**src/rtl/dac_lane_pusher_pkg.sv**
```systemverilog
// Shared types and default constants for the DAC lane pusher.
package radio_pkg;

  typedef enum logic [1:0] {
    IDLE   = 2'd0,
    FILL   = 2'd1,
    STREAM = 2'd2,
    DRAIN  = 2'd3
  } pusherState_t;

  localparam int DEF_N_LANES = 8;
  localparam int DEF_IN_W    = 8;
  localparam int DEF_OUT_W   = 16;
  localparam int DEF_SHIFT   = 8;
  localparam int DEF_DEPTH   = 16;
  localparam int DEF_PREFILL = 8;
  localparam int UNDERRUN_W  = 16;

endpackage

```
**src/rtl/dac_lane_pusher_if.sv**
```systemverilog
// Per-lane AXI-Stream sample input and shared DAC word output.
interface dac_lane_pusher_if import radio_pkg::*; #(
  parameter int N_LANES = DEF_N_LANES,
  parameter int IN_W    = DEF_IN_W,
  parameter int OUT_W   = DEF_OUT_W
) ();

  logic [N_LANES-1:0][IN_W-1:0]  s_axis_inputI_tdata;
  logic [N_LANES-1:0][IN_W-1:0]  s_axis_inputQ_tdata;
  logic [N_LANES-1:0]            s_axis_input_tvalid;
  logic [N_LANES-1:0]            s_axis_input_tlast;
  logic [N_LANES-1:0]            s_axis_input_tready;

  logic [N_LANES-1:0][OUT_W-1:0] m_axis_outputDAI_tdata;
  logic [N_LANES-1:0][OUT_W-1:0] m_axis_outputDAQ_tdata;
  logic                          m_axis_output_tvalid;
  logic                          m_axis_output_tlast;
  logic                          m_axis_output_tready;

  // The pusher masters the DAC stream and accepts the lane samples.
  modport master (
    input  s_axis_inputI_tdata, s_axis_inputQ_tdata,
    input  s_axis_input_tvalid, s_axis_input_tlast,
    output s_axis_input_tready,
    output m_axis_outputDAI_tdata, m_axis_outputDAQ_tdata,
    output m_axis_output_tvalid, m_axis_output_tlast,
    input  m_axis_output_tready
  );

  modport slave (
    output s_axis_inputI_tdata, s_axis_inputQ_tdata,
    output s_axis_input_tvalid, s_axis_input_tlast,
    input  s_axis_input_tready,
    input  m_axis_outputDAI_tdata, m_axis_outputDAQ_tdata,
    input  m_axis_output_tvalid, m_axis_output_tlast,
    output m_axis_output_tready
  );

endinterface

```
**src/rtl/dac_lane_pusher_lane_fifo.sv**
```systemverilog
// Single-lane synchronous FIFO with occupancy output; push ignored when full, pop ignored when empty.
module lane_fifo #(
  parameter int DEPTH = 16,
  parameter int WIDTH = 17
) (
  input  logic                       clk_250m,
  input  logic                       reset,
  input  logic                       push,
  input  logic                       pop,
  input  logic [WIDTH-1:0]           din,
  output logic [WIDTH-1:0]           dout,
  output logic [$clog2(DEPTH):0]     level,
  output logic                       full,
  output logic                       empty
);
  localparam int ADDR_W  = $clog2(DEPTH);
  localparam int LEVEL_W = ADDR_W + 1;

  logic [WIDTH-1:0]  mem [DEPTH];
  logic [ADDR_W-1:0] wrPtr, rdPtr;
  logic              doPush, doPop;

  assign full   = (level == LEVEL_W'(DEPTH));
  assign empty  = (level == '0);
  assign doPush = push && !full;
  assign doPop  = pop && !empty;
  assign dout   = mem[rdPtr];

  always_ff @(posedge clk_250m) begin
    if (reset) begin
      wrPtr <= '0;
      rdPtr <= '0;
      level <= '0;
    end else begin
      if (doPush) wrPtr <= wrPtr + ADDR_W'(1);
      if (doPop)  rdPtr <= rdPtr + ADDR_W'(1);
      unique case ({doPush, doPop})
        2'b10:   level <= level + LEVEL_W'(1);
        2'b01:   level <= level - LEVEL_W'(1);
        default: level <= level;
      endcase
    end
  end

  // NOTE: storage is not reset; emptiness is tracked by level, so stale entries are never read.
  always_ff @(posedge clk_250m) begin
    if (doPush) mem[wrPtr] <= din;
  end

endmodule

```
**src/rtl/dac_lane_pusher.sv**
```systemverilog
// Buffers N_LANES of I/Q samples and pushes them lock-step to a DAC as sign-extended, shifted words.
module dac_lane_pusher import radio_pkg::*; #(
  parameter int N_LANES = DEF_N_LANES,
  parameter int IN_W    = DEF_IN_W,
  parameter int OUT_W   = DEF_OUT_W,
  parameter int SHIFT   = DEF_SHIFT,
  parameter int DEPTH   = DEF_DEPTH,
  parameter int PREFILL = DEF_PREFILL
) (
  input  logic                  clk_250m,
  input  logic                  reset,
  input  logic                  enable,
  dac_lane_pusher_if.master     bus,
  output logic [UNDERRUN_W-1:0] underrun_cnt,
  output logic                  misalign,
  output logic [1:0]            state
);
  localparam int LEVEL_W = $clog2(DEPTH) + 1;
  localparam int ENTRY_W = 2 * IN_W + 1;

  logic [N_LANES-1:0]               laneFull, laneEmpty, lanePrefilled, laneLast;
  logic [N_LANES-1:0][LEVEL_W-1:0]  laneLevel;
  logic [N_LANES-1:0][ENTRY_W-1:0]  laneDout;
  logic [N_LANES-1:0][OUT_W-1:0]    outI, outQ;
  logic                             outValid, outLast;
  logic                             popAll, loadZero, loadOk, lastAccepted, allReady;
  logic [UNDERRUN_W-1:0]            underrunCnt;
  logic                             misalignFlag;
  pusherState_t                     curState, nextState;

  function automatic logic [OUT_W-1:0] toDac(input logic [IN_W-1:0] sample);
    logic signed [OUT_W-1:0] wide;
    wide = OUT_W'($signed(sample));
    return wide <<< SHIFT;
  endfunction

  for (genvar g = 0; g < N_LANES; g++) begin : gLane
    lane_fifo #(.DEPTH(DEPTH), .WIDTH(ENTRY_W)) uFifo (
      .clk_250m (clk_250m),
      .reset    (reset),
      .push     (bus.s_axis_input_tvalid[g]),
      .pop      (popAll),
      .din      ({bus.s_axis_input_tlast[g], bus.s_axis_inputQ_tdata[g], bus.s_axis_inputI_tdata[g]}),
      .dout     (laneDout[g]),
      .level    (laneLevel[g]),
      .full     (laneFull[g]),
      .empty    (laneEmpty[g])
    );
    assign bus.s_axis_input_tready[g] = ~laneFull[g];
    assign lanePrefilled[g]           = (laneLevel[g] >= LEVEL_W'(PREFILL));
    assign laneLast[g]                = laneDout[g][ENTRY_W-1];
  end

  assign allReady     = ~|laneEmpty;
  assign loadOk       = !outValid || bus.m_axis_output_tready;
  assign lastAccepted = outValid && outLast && bus.m_axis_output_tready;

  // NOTE: every always_comb output gets a default first so no path can infer a latch.
  always_comb begin
    nextState = curState;
    popAll    = 1'b0;
    loadZero  = 1'b0;
    unique case (curState)
      IDLE: if (enable) nextState = FILL;
      FILL: begin
        if (!enable)             nextState = IDLE;
        else if (&lanePrefilled) nextState = STREAM;
      end
      STREAM: begin
        if (!enable) nextState = DRAIN;
        if (loadOk) begin
          if (allReady) popAll = 1'b1;
          else begin
            loadZero  = 1'b1;
            nextState = FILL;
          end
        end
      end
      DRAIN: begin
        // The frame-closing word leaves first; nothing else is popped that cycle.
        if (lastAccepted) nextState = IDLE;
        else if (loadOk) begin
          if (allReady) popAll = 1'b1;
          else begin
            loadZero  = 1'b1;
            nextState = FILL;
          end
        end
      end
      default: nextState = IDLE;
    endcase
  end

  always_ff @(posedge clk_250m) begin
    if (reset) begin
      curState     <= IDLE;
      outValid     <= 1'b0;
      outLast      <= 1'b0;
      outI         <= '0;
      outQ         <= '0;
      underrunCnt  <= '0;
      misalignFlag <= 1'b0;
    end else begin
      curState <= nextState;
      if (popAll) begin
        outValid <= 1'b1;
        outLast  <= laneLast[0];
        for (int l = 0; l < N_LANES; l++) begin
          outI[l] <= toDac(laneDout[l][IN_W-1:0]);
          outQ[l] <= toDac(laneDout[l][2*IN_W-1:IN_W]);
        end
        if (laneLast != {N_LANES{laneLast[0]}}) misalignFlag <= 1'b1;
      end else if (loadZero) begin
        outValid <= 1'b1;
        outLast  <= 1'b0;
        outI     <= '0;
        outQ     <= '0;
        if (underrunCnt != '1) underrunCnt <= underrunCnt + UNDERRUN_W'(1);
      end else if (loadOk) begin
        // Pending word has been taken (or none was pending): go quiet.
        outValid <= 1'b0;
        outLast  <= 1'b0;
        outI     <= '0;
        outQ     <= '0;
      end
    end
  end

  assign bus.m_axis_outputDAI_tdata = outI;
  assign bus.m_axis_outputDAQ_tdata = outQ;
  assign bus.m_axis_output_tvalid   = outValid;
  assign bus.m_axis_output_tlast    = outLast;
  assign underrun_cnt               = underrunCnt;
  assign misalign                   = misalignFlag;
  assign state                      = curState;

endmodule

```
**src/flat_wrapper.sv**
```systemverilog
// flat-port wrapper written by rule: the top's interface ports become plain ports
module dac_lane_pusher_flat import radio_pkg::*;
#(
  parameter int N_LANES = DEF_N_LANES,
  parameter int IN_W    = DEF_IN_W,
  parameter int OUT_W   = DEF_OUT_W,
  parameter int SHIFT   = DEF_SHIFT,
  parameter int DEPTH   = DEF_DEPTH,
  parameter int PREFILL = DEF_PREFILL
)
  (clk_250m, reset, enable, underrun_cnt, misalign, state, bus_s_axis_inputI_tdata, bus_s_axis_inputQ_tdata, bus_s_axis_input_tvalid, bus_s_axis_input_tlast, bus_s_axis_input_tready, bus_m_axis_outputDAI_tdata, bus_m_axis_outputDAQ_tdata, bus_m_axis_output_tvalid, bus_m_axis_output_tlast, bus_m_axis_output_tready);
  dac_lane_pusher_if #(.N_LANES(N_LANES), .IN_W(IN_W), .OUT_W(OUT_W)) bus_i ();
  input  logic clk_250m;
  input  logic reset;
  input  logic enable;
  output logic [UNDERRUN_W-1:0] underrun_cnt;
  output logic misalign;
  output logic [1:0] state;
  input wire logic [$bits(bus_i.s_axis_inputI_tdata)-1:0] bus_s_axis_inputI_tdata;
  input wire logic [$bits(bus_i.s_axis_inputQ_tdata)-1:0] bus_s_axis_inputQ_tdata;
  input wire logic [$bits(bus_i.s_axis_input_tvalid)-1:0] bus_s_axis_input_tvalid;
  input wire logic [$bits(bus_i.s_axis_input_tlast)-1:0] bus_s_axis_input_tlast;
  output wire logic [$bits(bus_i.s_axis_input_tready)-1:0] bus_s_axis_input_tready;
  output wire logic [$bits(bus_i.m_axis_outputDAI_tdata)-1:0] bus_m_axis_outputDAI_tdata;
  output wire logic [$bits(bus_i.m_axis_outputDAQ_tdata)-1:0] bus_m_axis_outputDAQ_tdata;
  output wire logic [$bits(bus_i.m_axis_output_tvalid)-1:0] bus_m_axis_output_tvalid;
  output wire logic [$bits(bus_i.m_axis_output_tlast)-1:0] bus_m_axis_output_tlast;
  input wire logic [$bits(bus_i.m_axis_output_tready)-1:0] bus_m_axis_output_tready;
  assign bus_i.s_axis_inputI_tdata = bus_s_axis_inputI_tdata;
  assign bus_i.s_axis_inputQ_tdata = bus_s_axis_inputQ_tdata;
  assign bus_i.s_axis_input_tvalid = bus_s_axis_input_tvalid;
  assign bus_i.s_axis_input_tlast = bus_s_axis_input_tlast;
  assign bus_s_axis_input_tready = bus_i.s_axis_input_tready;
  assign bus_m_axis_outputDAI_tdata = bus_i.m_axis_outputDAI_tdata;
  assign bus_m_axis_outputDAQ_tdata = bus_i.m_axis_outputDAQ_tdata;
  assign bus_m_axis_output_tvalid = bus_i.m_axis_output_tvalid;
  assign bus_m_axis_output_tlast = bus_i.m_axis_output_tlast;
  assign bus_i.m_axis_output_tready = bus_m_axis_output_tready;
  dac_lane_pusher #(.N_LANES(N_LANES), .IN_W(IN_W), .OUT_W(OUT_W), .SHIFT(SHIFT), .DEPTH(DEPTH), .PREFILL(PREFILL)) u_core (.clk_250m(clk_250m), .reset(reset), .enable(enable), .bus(bus_i), .underrun_cnt(underrun_cnt), .misalign(misalign), .state(state));
endmodule
```
**config.mk**
```make
export PLATFORM = sky130hd
export DESIGN_NAME = dac_lane_pusher_flat
export DESIGN_NICKNAME = d
export VERILOG_FILES = /design/src/rtl/dac_lane_pusher_pkg.sv /design/src/rtl/dac_lane_pusher_if.sv /design/src/rtl/dac_lane_pusher_lane_fifo.sv /design/src/rtl/dac_lane_pusher.sv /design/src/flat_wrapper.sv
export SDC_FILE = /design/constraint.sdc
export NUM_CORES = 2
export LEC_CHECK = 0
export BUFFER_PORTS_ARGS = -buffer_cell sky130_fd_sc_hd__clkbuf_2
export CAP_MARGIN = 20
export CORE_ASPECT_RATIO = 0.5
export CORE_MARGIN = 2
export CORE_UTILIZATION = 50
export CTS_CLUSTER_SIZE = 25
export DETAILED_ROUTE_END_ITERATION = 8
export HOLD_SLACK_MARGIN = 0.05
export PLACE_DENSITY = 0.67
export REMOVE_ABC_BUFFERS = 1
export SETUP_SLACK_MARGIN = 0.2
export SLEW_MARGIN = 20
export SYNTH_ARGS = -nofsm -noshare
export SYNTH_HDL_FRONTEND = slang
export SYNTH_SLANG_ARGS = --single-unit
```
**constraint.sdc**
```tcl
create_clock -name clk_250m -period 4 [get_ports clk_250m]
set_input_delay 0.2 -clock clk_250m [delete_from_list [all_inputs] [get_ports clk_250m]]
set_output_delay 0.2 -clock clk_250m [all_outputs]
set_load 0.02 [all_outputs]
```
# After elaboration in Yosys (flattened, before gate mapping)
# Memories as Yosys holds them, arrays and structs flattened. A register that Yosys moved wholly into a read port is not among the register bits.
# Index checks and enable logic that the tools add are counted.
dict set report word_totals {
  regBits 253
  ram_bits 2176
  output_inout_bits 285
  wordCells 262
  n_memories 8
}
dict set report classes {
  addsub 33
  n_lt_le_gt_ge 8
  eq_ne 33
  n_mux 67
  n_bitwise 9
  reduce_logical 59
}
# name depth word_bits read_ports rd_ports_with_merged_regs write_ports line
set memory_table {}
lappend memory_table {{u_core.gLane[0].uFifo.mem} 16 17 1 1 1 dac_lane_pusher_lane_fifo.sv:19} ;# logic [WIDTH-1:0] mem [DEPTH];
lappend memory_table {{u_core.gLane[1].uFifo.mem} 16 17 1 1 1 dac_lane_pusher_lane_fifo.sv:19}
lappend memory_table {{u_core.gLane[2].uFifo.mem} 16 17 1 1 1 dac_lane_pusher_lane_fifo.sv:19}
lappend memory_table {{u_core.gLane[3].uFifo.mem} 16 17 1 1 1 dac_lane_pusher_lane_fifo.sv:19}
lappend memory_table {{u_core.gLane[4].uFifo.mem} 16 17 1 1 1 dac_lane_pusher_lane_fifo.sv:19}
lappend memory_table {{u_core.gLane[5].uFifo.mem} 16 17 1 1 1 dac_lane_pusher_lane_fifo.sv:19}
lappend memory_table {{+2 memories} -- -- -- -- -- --}
# cell count
set op_table {}
lappend op_table {{two-way mux 128 bit} 4}
lappend op_table {{one-hot mux 5 bit (2 select lines)} 8}
lappend op_table {{adder 4 x 1 -> 4 bit, second input constant} 16}
lappend op_table {{two-way mux 4 bit} 16}
lappend op_table {{adder 5 x 1 -> 5 bit, second input constant} 8}
lappend op_table {{equality test 5 bit, second input constant} 8}
lappend op_table {{>= comparator 5 x 4 -> 1 bit, second input constant} 8}
lappend op_table {{logical NOT 5 bit} 8}
lappend op_table {{subtractor 5 x 1 -> 5 bit, second input constant} 8}
lappend op_table {{two-way mux 1 bit} 27}
lappend op_table {{equality test 2 bit, second input constant} 10}
lappend op_table {{equality test 2 x 1 -> 1 bit, second input constant} 9}
lappend op_table {{logical AND 1 bit} 18}
lappend op_table {{two-way mux 2 bit} 9}
lappend op_table {{logical NOT 1 bit} 17}
lappend op_table {{adder 16 x 1 -> 16 bit, second input constant} 1}
lappend op_table {{!= test 16 bit, second input constant} 1}
lappend op_table {{nonzero test 2 bit} 8}
lappend op_table {{NOT 1 bit} 9}
lappend op_table {{one-hot mux 2 bit (4 select lines)} 1}
lappend op_table {{AND reduction 8 bit} 1}
lappend op_table {{OR reduction 8 bit} 1}
lappend op_table {{!= test 7 bit} 1}
lappend op_table {{!= test 3 x 1 -> 1 bit, second input constant} 2}
lappend op_table {{9 further kinds} 10}

# Depth between registers and ports, before layout
dict set report logic_depth {
  word_depth 9
  mapped_depth 18
}

# Cells and area by module
# A second synthesis with hierarchy kept.
dict set report unflattened {
  hier_cells 4726
  area_unflattened_um2 96125.9
}
# mod n_inst cells_each area_per_inst_um2 seq_area_each_um2
set modules_own_cells {}
lappend modules_own_cells {{lane_fifo at u_core.gLane[0].uFifo ...} 6 505 11240.8 8508.2}
lappend modules_own_cells {{lane_fifo at u_core.gLane[6].uFifo ...} 2 498 11197.0 8508.2}
lappend modules_own_cells {dac_lane_pusher 1 700 6287.3 2982.9}

# Worst setup path before layout
# OpenSTA, ideal clock, no wires.
dict set report synth_path {
  path_type {flip-flop to flip-flop}
  from {reg u_core.gLane[6].uFifo.level[0]}
  to {reg u_core.gLane[2].uFifo.level[4]}
  setup_time_ns 0.121
  arrival_time_ns 3.361
  required_ns 3.879
  setup_slack_ns 0.519
  path_stages_with_launch 16
  synth_period_minus_slack_ns 3.481
  cell_sequence {dfxtp_1 > or4_1 > o2bb2ai_1 > nor4_4 > nand2_1 > buf_2 > buf_1 > inv_1 > ha_1 > clkbuf_1 > xor2_1 > ha_1 > a31oi_1 > o32ai_1 > a21oi_1 > mux2_2}
}
dict set report synth_between {
  elab_chain_cells 9
  elab_cells_between_ends 11
}
# element line
set synth_rtl {}
lappend synth_rtl {{from (decl)} dac_lane_pusher_lane_fifo.sv:12} ;# output logic [$clog2(DEPTH):0] level,
lappend synth_rtl {{from (signal assigned)} dac_lane_pusher_lane_fifo.sv:38} ;# 2'b10: level <= level + LEVEL_W'(1);
lappend synth_rtl {{from (signal assigned)} dac_lane_pusher_lane_fifo.sv:39} ;# 2'b01: level <= level - LEVEL_W'(1);
lappend synth_rtl {{from (signal assigned)} dac_lane_pusher_lane_fifo.sv:40} ;# default: level <= level;
lappend synth_rtl {{logical NOT 5 bit *} dac_lane_pusher_lane_fifo.sv:24} ;# assign empty = (level == '0);
lappend synth_rtl {{OR reduction 8 bit *} dac_lane_pusher.sv:54} ;# assign allReady = ~|laneEmpty;
lappend synth_rtl {{two-way mux 1 bit *} {dac_lane_pusher.sv:72, dac_lane_pusher.sv:83}}
lappend synth_rtl {{two-way mux 1 bit *} dac_lane_pusher.sv:82} ;# else if (loadOk) begin
lappend synth_rtl {{two-way mux 1 bit} dac_lane_pusher.sv:81} ;# if (lastAccepted) nextState = IDLE;
lappend synth_rtl {{one-hot mux 1 bit (2 select lines) *} dac_lane_pusher.sv:63} ;# unique case (curState)
lappend synth_rtl {{logical AND 1 bit *} dac_lane_pusher_lane_fifo.sv:26} ;# assign doPop = pop && !empty;
lappend synth_rtl {{via u_core.gLane[2].uFifo.doPop} dac_lane_pusher_lane_fifo.sv:21} ;# logic doPush, doPop;
lappend synth_rtl {{equality test 2 x 1 -> 1 bit / equality test 2 bit (equally long branches)} dac_lane_pusher_lane_fifo.sv:37} ;# unique case ({doPush, doPop})
lappend synth_rtl {{one-hot mux 5 bit (2 select lines) / nonzero test 2 bit (equally long branches)} --}
lappend synth_rtl {{to (signal assigned)} dac_lane_pusher_lane_fifo.sv:38}
lappend synth_rtl {{to (signal assigned)} dac_lane_pusher_lane_fifo.sv:39}
lappend synth_rtl {{to (signal assigned)} dac_lane_pusher_lane_fifo.sv:40}
lappend synth_rtl {{to (decl)} dac_lane_pusher_lane_fifo.sv:12}
# The timed path passes the listed nets; every way through them passes the cells marked *.
# A chain may end at the register's enable or synchronous reset.

# Final worst setup path
dict set report layout_path {
  from {reg u_core.gLane[7].uFifo.level[1]}
  to {reg u_core.gLane[1].uFifo.level[4]}
}
dict set report layout_between {
  elab_chain_cells 9
  elab_cells_between_ends 11
}
# element line
set layout_rtl {}
lappend layout_rtl {{from (decl)} dac_lane_pusher_lane_fifo.sv:12}
lappend layout_rtl {{from (signal assigned)} dac_lane_pusher_lane_fifo.sv:38}
lappend layout_rtl {{from (signal assigned)} dac_lane_pusher_lane_fifo.sv:39}
lappend layout_rtl {{from (signal assigned)} dac_lane_pusher_lane_fifo.sv:40}
lappend layout_rtl {{logical NOT 5 bit *} dac_lane_pusher_lane_fifo.sv:24}
lappend layout_rtl {{OR reduction 8 bit *} dac_lane_pusher.sv:54}
lappend layout_rtl {{two-way mux 1 bit *} {dac_lane_pusher.sv:72, dac_lane_pusher.sv:83}}
lappend layout_rtl {{two-way mux 1 bit *} dac_lane_pusher.sv:82}
lappend layout_rtl {{two-way mux 1 bit} dac_lane_pusher.sv:81}
lappend layout_rtl {{one-hot mux 1 bit (2 select lines) *} dac_lane_pusher.sv:63}
lappend layout_rtl {{logical AND 1 bit *} dac_lane_pusher_lane_fifo.sv:26}
lappend layout_rtl {{via u_core.gLane[1].uFifo.doPop} dac_lane_pusher_lane_fifo.sv:21}
lappend layout_rtl {{equality test 2 x 1 -> 1 bit / equality test 2 bit (equally long branches)} dac_lane_pusher_lane_fifo.sv:37}
lappend layout_rtl {{one-hot mux 5 bit (2 select lines) / nonzero test 2 bit (equally long branches)} --}
lappend layout_rtl {{to (signal assigned)} dac_lane_pusher_lane_fifo.sv:38}
lappend layout_rtl {{to (signal assigned)} dac_lane_pusher_lane_fifo.sv:39}
lappend layout_rtl {{to (signal assigned)} dac_lane_pusher_lane_fifo.sv:40}
lappend layout_rtl {{to (decl)} dac_lane_pusher_lane_fifo.sv:12}
# Marks and branches as above.

==> summary.md <==
| Metric | Value |
|---|---|
| Max-cap violations | 0 |
| Global-route wire length before repair | 312000 um |
| Ys async rst share | 0 |
| Top cell type's share of synthesized area | 0.686 |
| # port buffers | about 300 |
| Setup bufs post-CTS | 0 |
| Synth Area in Simple Gates | 0.0306 |
| Compound-gate portion of the synthesized area | 0.0191 |
| PwrDens | around 470 nW/um^2 |
| Hold WS | 305 ps |
| Post-synthesis cell type count | 66 |
| Synthesis Warnings | 0 |
| Fin nets | 5485 |
| Outcome | complete, no violations |
| Storage cell area | 71100 um^2 |
| All-layer global routing usage | 0.215 |
| Pin count of the biggest net entering global routing | around 120 |
| Arr. time, crit path | 4320 ps |
| Area leader, netlist | edfxtp_1 |
| Final setup viols | 0 |
| Most frequent CP cell | ha_1 |
| Via count | about 47000 |
| Fin crit period | roughly 3500 ps |
| Top-count cell post-synth | edfxtp_1 |
| Crit-path slowest cell | nor4_1 |
| Worst R2R Path Depth | 14 |
| Main flop type after synthesis | edfxtp_1 |
| Post-Synthesis Cells | 4695 |
| Final hold vios | 0 |
| Launching element type of the critical path | register |
| RSZ-0062 raised after global routing | no |
| DRC Markers | 0 |
| Sequential-to-total area share from yosys stat | 0.746 |
| CTS tree | done |
| Mux share of post-synthesis cell area | 0.163 |
| Detailed Route WL | 210000 um |
| Delay-heaviest family, CP | simple AND/OR/NAND/NOR gates |
| Syn Area/Cell | between 20 and 25 um^2 |
| Buf/Inv on CP | 1 |
| Max Root-Sink Buffers | 4 |
| Static leakage | between 30 and 40 nW |
| H-tree levels | 4 |
| Worst-Margin Slew | about 1100 ps |
| XOR/XNOR share of the synthesized area | 0.00865 |
| Die Height | approximately 310 um |
| Tightest Hold Check Type | in -> reg |
| DR pass1 iterations | 7 |
| Rel. slew slack | 0.283 |
| DR WL/cell | around 26 um |
| Core Util, Final | 0.575 |
| Adder-Cell Fraction of Synth Area | 0.00841 |
| Area grow syn2layout | 14.4% |
| Crit path required time | 4770 ps |
| RD Place Congestion | 0.794 |
| Setup TNS | 0 ps |
| Detail Placement HPWL | between 100000 and 150000 um |
| Syn Std Cell Area | ~95000 um^2 |
| Largest family of logic cells by synthesized area | multiplexers |
| Hold path depth | 2 |
| Die Width | between 600 and 700 um |
| # clock sinks | 2461 |
| Total CTS buffers | approximately 220 |
| Synthesized flop and latch total | between 2000 and 2500 |
| Peak VDD IR | between 0.3 and 0.4 mV |
| Synth top cells by count | 2176 x edfxtp_1, 680 x mux4_2, 381 x nor2_1 |
| Post-synth EDFFs | 2176 |
| Final worst-path cycle share | 0.887 |
| CP Max Fanout | 16 |
| DR vias/cell | between 5 and 6 |
| Layout cells sized above 1 | 0.302 |
| Max Slew Vio Count | 0 |
| Initial Util | 0.503 |
| CP cell instances | nor4_1, a22o_1, nor4_4, nand2_2, inv_1, ha_1, xor2_1, ha_1, nand2_1, nor2_1, nor3b_1, o21ai_0, or4_1, nand3_1 |
| Antenna viol nets, final | 0 |
| Multi-input gate area | 22800 um^2 |
| Site row count | ~110 |
| Core area | ~190000 um^2 |
| Boundary Pins | about 430 |
| Iteration-0 DRC count of the detailed router | 4134 |
| Instance count on the critical path | 14 |
| Vias in the first global route | about 48000 |
| Filler Cell Count | approximately 14000 |
| Root Buffer | clkbuf_16 |
| Worst-path clk slew | approximately 70 ps |
| Worst skew pair latency | 850 ps |
| Area contributors post-synth | edfxtp_1 69%, mux4_2 16%, dfxtp_1 6.0% |
| Fmax | around 280 MHz |
| Critical Path End Type | register |
| Critical path class | reg -> reg |
| Aggregate global routing overflow | 0 |
| Slowest stage delay, CP | between 500 and 600 ps |
| Worst Clk Skew | approximately 47 ps |
| Die area | about 190000 um^2 |
| Initial antenna violation count | 7 |
[metrics by stage]
step | cell area, um^2 | std cells | setup WS (ps) | power [mW]
6_report | 109000 | 7982 | 451 | 50.8
5_1_grt | 109000 | 7982 | 273 | 52.3
4_1_cts | 109000 | 7978 | 514 | 51.2
3_5_place_dp | 100000 | 7436 | 548 | 30.3
3_3_place_gp | 100000 | 7436 | 621 | 30.2
2_1_floorplan | 93600 | 4415 | -1800 | 29.5
[flip-flops by register name (all words and copies together), names as in the netlist, named ones only]
register	flops
u_core.bus.m_axis_outputDAQ_tdata	64
u_core.gLane.uFifo.wrPtr	32
u_core.bus.m_axis_outputDAI_tdata	64
u_core.gLane.uFifo.level	40
u_core.underrun_cnt	16
u_core.state	2
u_core.gLane.uFifo.mem	2176
u_core.gLane.uFifo.rdPtr	32
u_core.bus.m_axis_output_tlast	1
u_core.misalign	1
u_core.bus.m_axis_output_tvalid	1
[cells by family (layout without fill, tap and decap cells)]
group                      count (synthesis)  after routing
and+or+nand+nor                          658            658
xor gates and xnor gates                  94             94
adders and majority gates                 64             64
buffers and inverters                    455           1081
muxes                                    697            697
AOI/OAI and AO/OA                        265            265
other                                      1            132
DFF                                     2461           2461
[power breakdown]
| group | internal [mW] | switching, mW | total, mW |
|---|---|---|---|
| Sequential | 28.2 | 0.112 | 28.3 |
| Combinational | 0.499 | 0.982 | 1.48 |
| Clock | 11.9 | 9.11 | 21.0 |
[worst reg2reg max path: stages, from the launching register on]
cell	delay, ps
dfxtp_1	390
nor4_1	550
a22o_1	310
nor4_4	70
nand2_2	330
inv_1	90
ha_1	320
xor2_1	190
ha_1	230
nand2_1	80
nor2_1	40
nor3b_1	170
o21ai_0	150
or4_1	450
nand3_1	100
[layout by cell type, fill, tap and decap left out, types with 93 or more instances in the layout]
| master | n |
|---|---|
| edfxtp_1 | 2176 |
| mux4_2 | 680 |
| clkbuf_2 | 305 |
| nor2_1 | 284 |
| dfxtp_1 | 269 |
| clkbuf_16 | 219 |
| buf_4 | 165 |
| dlygate4sd3_1 | 150 |
| a22oi_1 | 131 |
| conb_1 | 128 |
| nand2_1 | 98 |
| nor2_2 | 93 |
[per-layer routing]
layer,wire length (um),GRT usage,vias to the layer above
met1,85500,0.290,25000
met2,108000,0.373,1397
met4,5080,0.0547,0
met3,10800,0.0304,327
li1,-,-,20000
met5,0,0,-
[path summary, 6_finish.rpt]
kind / slack, ps / start / end
setup reg to reg: 450 / u_core.gLane[7].uFifo.level[1]$_SDFFE_PP0P_ / u_core.gLane[1].uFifo.level[4]$_SDFFE_PP0P_
hold / removal: 300 / bus_s_axis_inputQ_tdata[46] / u_core.gLane[5].uFifo.mem[3][14]$_DFFE_PP_
hold reg to reg: 480 / u_core.misalign$_SDFFE_PP0P_ / u_core.misalign$_SDFFE_PP0P_
setup / recovery: 450 / u_core.gLane[7].uFifo.level[1]$_SDFFE_PP0P_ / u_core.gLane[1].uFifo.level[4]$_SDFFE_PP0P_
[timing repair]
| item | in CTS | in global routing |
|---|---|---|
| resized for setup | 0 | 1 |
| endpoints found under the setup margin | 0 | 2 |
| hold buffers | 150 | 0 |
| endpoints found under the hold margin | 2274 | 0 |
[final cells by class]
cell class,count,share of cell area
clock buffer,295,0.0552
clock inverter,97,0.00948
multi-input combinational,1906,0.209
tap,2530,0.0291
antenna,4,0.0000919
sequential,2461,0.652
timing repair buffer,641,0.0432
inverter,48,0.00172
Note: power is estimated with default switching activity, not from simulation.
